**src/rtl/sifh_peak_reader_pkg.sv**
```systemverilog
// Shared defaults and FSM state type for the SiFH histogram peak reader.
package sifh_peak_reader_pkg;

  localparam int unsigned NbDefault      = 4;
  localparam int unsigned PeakMaxDefault = 8;
  localparam int unsigned NpDefault      = 1;

  typedef enum logic [1:0] {
    StIdle  = 2'd0,
    StRead  = 2'd1,
    StDrain = 2'd2,
    StDone  = 2'd3
  } state_e;

endpackage

```
**src/rtl/sifh_peak_cmp.sv**
```systemverilog
// Running-maximum tracker: keeps the largest value seen and its index; strict compare
// so that ties keep the earliest index.
module sifh_peak_cmp #(
  parameter int unsigned Nb = 4,
  parameter int unsigned PM = 8
) (
  input  logic          clk_i,
  input  logic          res_i,
  input  logic          clr_i,
  input  logic          vld_i,
  input  logic [PM-1:0] data_i,
  input  logic [Nb-1:0] idx_i,
  output logic [PM-1:0] max_nxt_o,
  output logic [Nb-1:0] idx_nxt_o
);

  logic [PM-1:0] max_q, max_d;
  logic [Nb-1:0] idx_q, idx_d;

  always_comb begin
    max_d = max_q;
    idx_d = idx_q;
    if (clr_i) begin
      max_d = '0;
      idx_d = '0;
    end else if (vld_i && (data_i > max_q)) begin
      max_d = data_i;
      idx_d = idx_i;
    end
  end

  always_ff @(posedge clk_i) begin
    if (res_i) begin
      max_q <= '0;
      idx_q <= '0;
    end else begin
      max_q <= max_d;
      idx_q <= idx_d;
    end
  end

  // Next-state view lets the caller capture the final result on the last compare edge.
  assign max_nxt_o = max_d;
  assign idx_nxt_o = idx_d;

endmodule

```
**src/rtl/sifh_peak_reader.sv**
```systemverilog
// Sweeps a 2^Nb-bin histogram RAM once, reports the peak bin, and optionally clears
// each bin one cycle after its read data returns.
module sifh_peak_reader
  import sifh_peak_reader_pkg::*;
#(
  parameter int unsigned Nb = NbDefault,
  parameter int unsigned PM = PeakMaxDefault
) (
  input  logic          clk,
  input  logic          res,
  input  logic          start,
  input  logic          clrEn,
  input  logic [PM-1:0] counts,
  output logic [Nb-1:0] raddr,
  output logic          rEnable,
  output logic          readFlag,
  output logic [Nb-1:0] waddr,
  output logic          wEnable,
  output logic          writeFlag,
  output logic [PM-1:0] newCounts,
  output logic          busy,
  output logic          done,
  output logic [Nb-1:0] peakAddr,
  output logic [PM-1:0] peakCount
);

  state_e        state_q, state_d;
  logic [Nb-1:0] addr_q, addr_d;
  logic          clr_q, clr_d;
  logic          vld_q;
  logic [Nb-1:0] rd_addr_q;
  logic [Nb-1:0] peak_addr_q, peak_addr_d;
  logic [PM-1:0] peak_cnt_q, peak_cnt_d;
  logic          cmp_clr;
  logic [PM-1:0] cmp_max_nxt;
  logic [Nb-1:0] cmp_idx_nxt;

  always_comb begin
    state_d     = state_q;
    addr_d      = addr_q;
    clr_d       = clr_q;
    peak_addr_d = peak_addr_q;
    peak_cnt_d  = peak_cnt_q;
    cmp_clr     = 1'b0;
    unique case (state_q)
      StIdle: begin
        if (start) begin
          clr_d   = clrEn;
          cmp_clr = 1'b1;
          addr_d  = '0;
          state_d = StRead;
        end
      end
      StRead: begin
        if (addr_q == '1) begin
          addr_d  = '0;
          state_d = StDrain;
        end else begin
          addr_d = addr_q + 1'b1;
        end
      end
      StDrain: begin
        // Last word is compared on this edge, so take the compare's next-state.
        peak_addr_d = cmp_idx_nxt;
        peak_cnt_d  = cmp_max_nxt;
        state_d     = StDone;
      end
      StDone: begin
        state_d = StIdle;
      end
      default: begin
        state_d = StIdle;
      end
    endcase
  end

  always_ff @(posedge clk) begin
    if (res) begin
      state_q     <= StIdle;
      addr_q      <= '0;
      clr_q       <= 1'b0;
      vld_q       <= 1'b0;
      rd_addr_q   <= '0;
      peak_addr_q <= '0;
      peak_cnt_q  <= '0;
    end else begin
      state_q     <= state_d;
      addr_q      <= addr_d;
      clr_q       <= clr_d;
      vld_q       <= (state_q == StRead);
      rd_addr_q   <= addr_q;
      peak_addr_q <= peak_addr_d;
      peak_cnt_q  <= peak_cnt_d;
    end
  end

  sifh_peak_cmp #(
    .Nb (Nb),
    .PM (PM)
  ) u_cmp (
    .clk_i     (clk),
    .res_i     (res),
    .clr_i     (cmp_clr),
    .vld_i     (vld_q),
    .data_i    (counts),
    .idx_i     (rd_addr_q),
    .max_nxt_o (cmp_max_nxt),
    .idx_nxt_o (cmp_idx_nxt)
  );

  assign raddr     = addr_q;
  assign rEnable   = (state_q == StRead);
  assign readFlag  = (state_q == StRead);
  // Clearing trails the read by one cycle: the write hits the bin whose data is returning.
  assign waddr     = rd_addr_q;
  assign wEnable   = vld_q & clr_q;
  assign writeFlag = vld_q & clr_q;
  assign newCounts = '0;
  assign busy      = (state_q != StIdle);
  assign done      = (state_q == StDone);
  assign peakAddr  = peak_addr_q;
  assign peakCount = peak_cnt_q;

endmodule

```
**config.mk**
```make
export PLATFORM = sky130hd
export DESIGN_NAME = sifh_peak_reader
export DESIGN_NICKNAME = d
export VERILOG_FILES = /design/src/rtl/sifh_peak_reader_pkg.sv /design/src/rtl/sifh_peak_cmp.sv /design/src/rtl/sifh_peak_reader.sv
export SDC_FILE = /design/constraint.sdc
export NUM_CORES = 1
export LEC_CHECK = 0
export BUFFER_PORTS_ARGS = -buffer_cell sky130_fd_sc_hd__buf_4
export CAP_MARGIN = 40
export CORE_ASPECT_RATIO = 1.25
export CORE_UTILIZATION = 45
export CTS_BUF_LIST = sky130_fd_sc_hd__clkbuf_8
export DETAILED_ROUTE_END_ITERATION = 8
export PLACE_DENSITY = 0.78
export SYNTH_ARGS = -nofsm -noshare
export SYNTH_HDL_FRONTEND = slang
export SYNTH_SLANG_ARGS = --single-unit
export TNS_END_PERCENT = 20
```
**constraint.sdc**
```tcl
create_clock -name clk -period 4.47 [get_ports clk]
set_input_delay 0.6705 -clock clk [delete_from_list [all_inputs] [get_ports clk]]
set_output_delay 0.6705 -clock clk [all_outputs]
set_load 0.1 [all_outputs]
```
==> results.py <==
metrics = {
    "status": {
        "status": "complete, no violations",
    },
    "placed_design": {
        "dp.cells": 327,
        "place.port_buffers": 37,
        "gp_congestion": 0.7972,
        "hpwlAfterDp_um": 3152,
        "dpl-instance-area_um2": 2306,
    },
    "final_layout": {
        "n_fill_cell": 418,
        "antenna_cells": 0,
        "stdcell_count": 335,
        "area_growth_pct": 15.85,
        "multi_input_area_um2": 1171,
        "drive_gt1_frac": 0.2347,
        "seqCellArea_um2": 720.7,
        "nNetsFinal": 302,
        "stdcell_area_um2": 2396,
    },
    "global_route": {
        "grt_max_degree": 27,
        "grt_pass1_vias": 1703,
        "grt-ovfl-total": 0,
        "grt_usage": 0.1931,
        "antenna_found_initial": 0,
        "grt_pass1_wl_um": 7472,
    },
    "clock_network": {
        "htreeDepth": 2,
        "clk_pin_slew_ps": 60,
        "clock_path_buffers": 2,
        "cts_tree": "built",
        "cts-buffers-inserted": 5,
        "cts-resized-gates": 0,
        "clkLatencyLatePin_ps": 290,
        "cts_root_buf": "clkbuf_8",
        "hold_buffers": 0,
        "cts.sinks": 36,
        "post-cts-setup-buffer-count": 0,
    },
    "sta": {
        "clock.fmax_mhz": 443.7,
        "finalClockSkew_ps": 6.670,
        "rsz0062_at_grt": "no",
        "worst_hold_slack_ps": 456.6,
        "fin_tns_setup_ps": 0,
        "setup_viol": 0,
        "period_share": 0.5042,
        "slew_headroom": 0.4093,
        "period_minus_slack_ps": 2254,
        "worstMarginPinSlew_ps": 882.8,
        "slew_violations": 0,
        "finalHoldViolations": 0,
    },
    "run": {
        "drv_cap": 0,
    },
    "hold_path": {
        "hold_path_class": "reg2reg",
    },
    "yosys": {
        "synth.top_cell.area_share": 0.3485,
        "synth.most_common_cell": "dfxtp_1",
        "synth_area_leaders": "dfxtp_1, ha_1, o211ai_2",
        "synthFlopType": "dfxtp_1",
        "async_reset_ff_frac": 0,
        "synth_cells": 248,
        "ys_seq_area_frac": 0.3485,
        "netlist.top_cell.by_area": "dfxtp_1",
        "syn_avg_cell_area_um2": 8.340,
        "synth_edf_count": 0,
        "synth_warnings": 0,
        "ys_ff_latch": 36,
        "synth_commonest_cells": "dfxtp_1, nor2_1, a21oi_1, o21ai_0, o21ai_1",
        "yosysUniqueCellTypes": 33,
        "synth_area_um2": 2068,
    },
    "die": {
        "io_pins": 46,
        "die_w_um": 62.64,
        "placementRows": 27,
        "core_um2": 4392,
        "die_h_um": 77.80,
        "start_util": 0.4709,
        "die-area_um2": 4873,
    },
    "worst_setup_path": {
        "worst-endpoint-required_ps": 4630,
        "endpoint": "peakCount[1]",
        "rr_startpoint": "u_cmp.max_q[7]",
        "cp_max_fo": 13,
        "r2r_end": "peakCount[1]",
        "crit_type": "in2reg",
        "r2r_slack_ps": 2320,
        "crit_start": "counts[7]",
        "start_kind": "primary input",
        "end_kind": "flip-flop",
        "rr_worst_depth": 7,
        "arrival_ps": 2410,
    },
    "detailed_routing": {
        "drc": 0,
        "routedWlPerCell_um": 13.81,
        "wirelength_um": 4627,
        "vias": 1879,
        "dr.pass1.iters": 4,
        "vias_per_cell": 5.609,
        "drt_iter0_drc": 107,
        "ant_nets": 0,
    },
    "power_and_ir_drop": {
        "power.density_nw_per_um2": 506.8,
        "totalPowerFinal_w": 0.001214,
        "p_leak_nw": 0.9992,
        "vdd_drop_max_mv": 0.5650,
    },
}
[cells in the final DEF, fill, tap and decap left out, types with 2 or more instances in the layout]
master    count
o21ai_0      19
nand3_1      16
nor3_1        2
inv_1        13
nand2_1      16
a21oi_1      19
dfxtp_1      36
and4_4        2
conb_1        8
ha_1         14
nand2_2       2
clkbuf_8      6
o211ai_1     14
o211ai_2     11
nor2_1       21
nand2b_1      2
nor2b_1       6
o21ai_1      19
buf_4        38
[layout make-up]
type,instances,area share
multi-input combinational,183,0.4888
sequential,36,0.3008
timing repair buffer,39,0.1253
clock buffer,6,0.03446
tap,58,0.03029
inverter,11,0.01723
clock inverter,2,0.003133
[kinds of logic after synthesis]
kind of cell,count (synthesis),synth area share
compound gates,89,0.2880
xor+xnor,1,0.004235
fa+ha+maj,14,0.08470
buf+inv,36,0.09800
flops,36,0.3485
mux,1,0.004840
other cells,1,0.001813
simple gates,70,0.1700
[how the worst min path moves through the flow]
stage / start / to / slack (ps) / cells past startpoint
4_1_cts: clr_q / clr_q / 460 / 2
2_1_floorplan: clr_q / clr_q / 430 / 2
6_report: clr_q / clr_q / 460 / 2
3_3_place_gp: clr_q / clr_q / 450 / 2
3_5_place_dp: clr_q / clr_q / 450 / 2
5_1_grt: clr_q / clr_q / 480 / 2
[flip-flops by register name, indices dropped and copies added (netlist names)]
name,cells
state_q,2
waddr,4
raddr,4
peakCount,8
u_cmp.idx_q,4
peakAddr,4
u_cmp.max_q,8
clr_q,1
vld_q,1
[layer usage]
layer / GRT usage / vias up / part of all wire
met5: 0 / - / 0
met4: 0.09302 / 0 / 0.016
met3: 0.05588 / 9 / 0.073
met2: 0.3348 / 71 / 0.50
met1: 0.2139 / 882 / 0.41
li1: - / 917 / -
[critical path, cell delays in order]
cell and delay (ps):
buf_4 120, ha_1 320, and4_4 220, nand2_2 60, nand3_1 380, nand2_2 490
o211ai_1 150
[through the flow]
step                  util  setup WS, ps
CTS                 0.5456          2220
global placement    0.5199          2008
global route        0.5456          2114
finish              0.5456          2216
detailed placement  0.5251          1905
floorplan                -          2044
[report_power, final]
part | total [W] | switching (W) | internal [W]
clock | 0.000234 | 0.000113 | 0.000121
combinational | 0.000600 | 0.000465 | 0.000134
sequential | 0.000381 | 0.0000299 | 0.000351
total | 0.00121 | 0.000608 | 0.000606
Power figures use the tool's default switching activity.
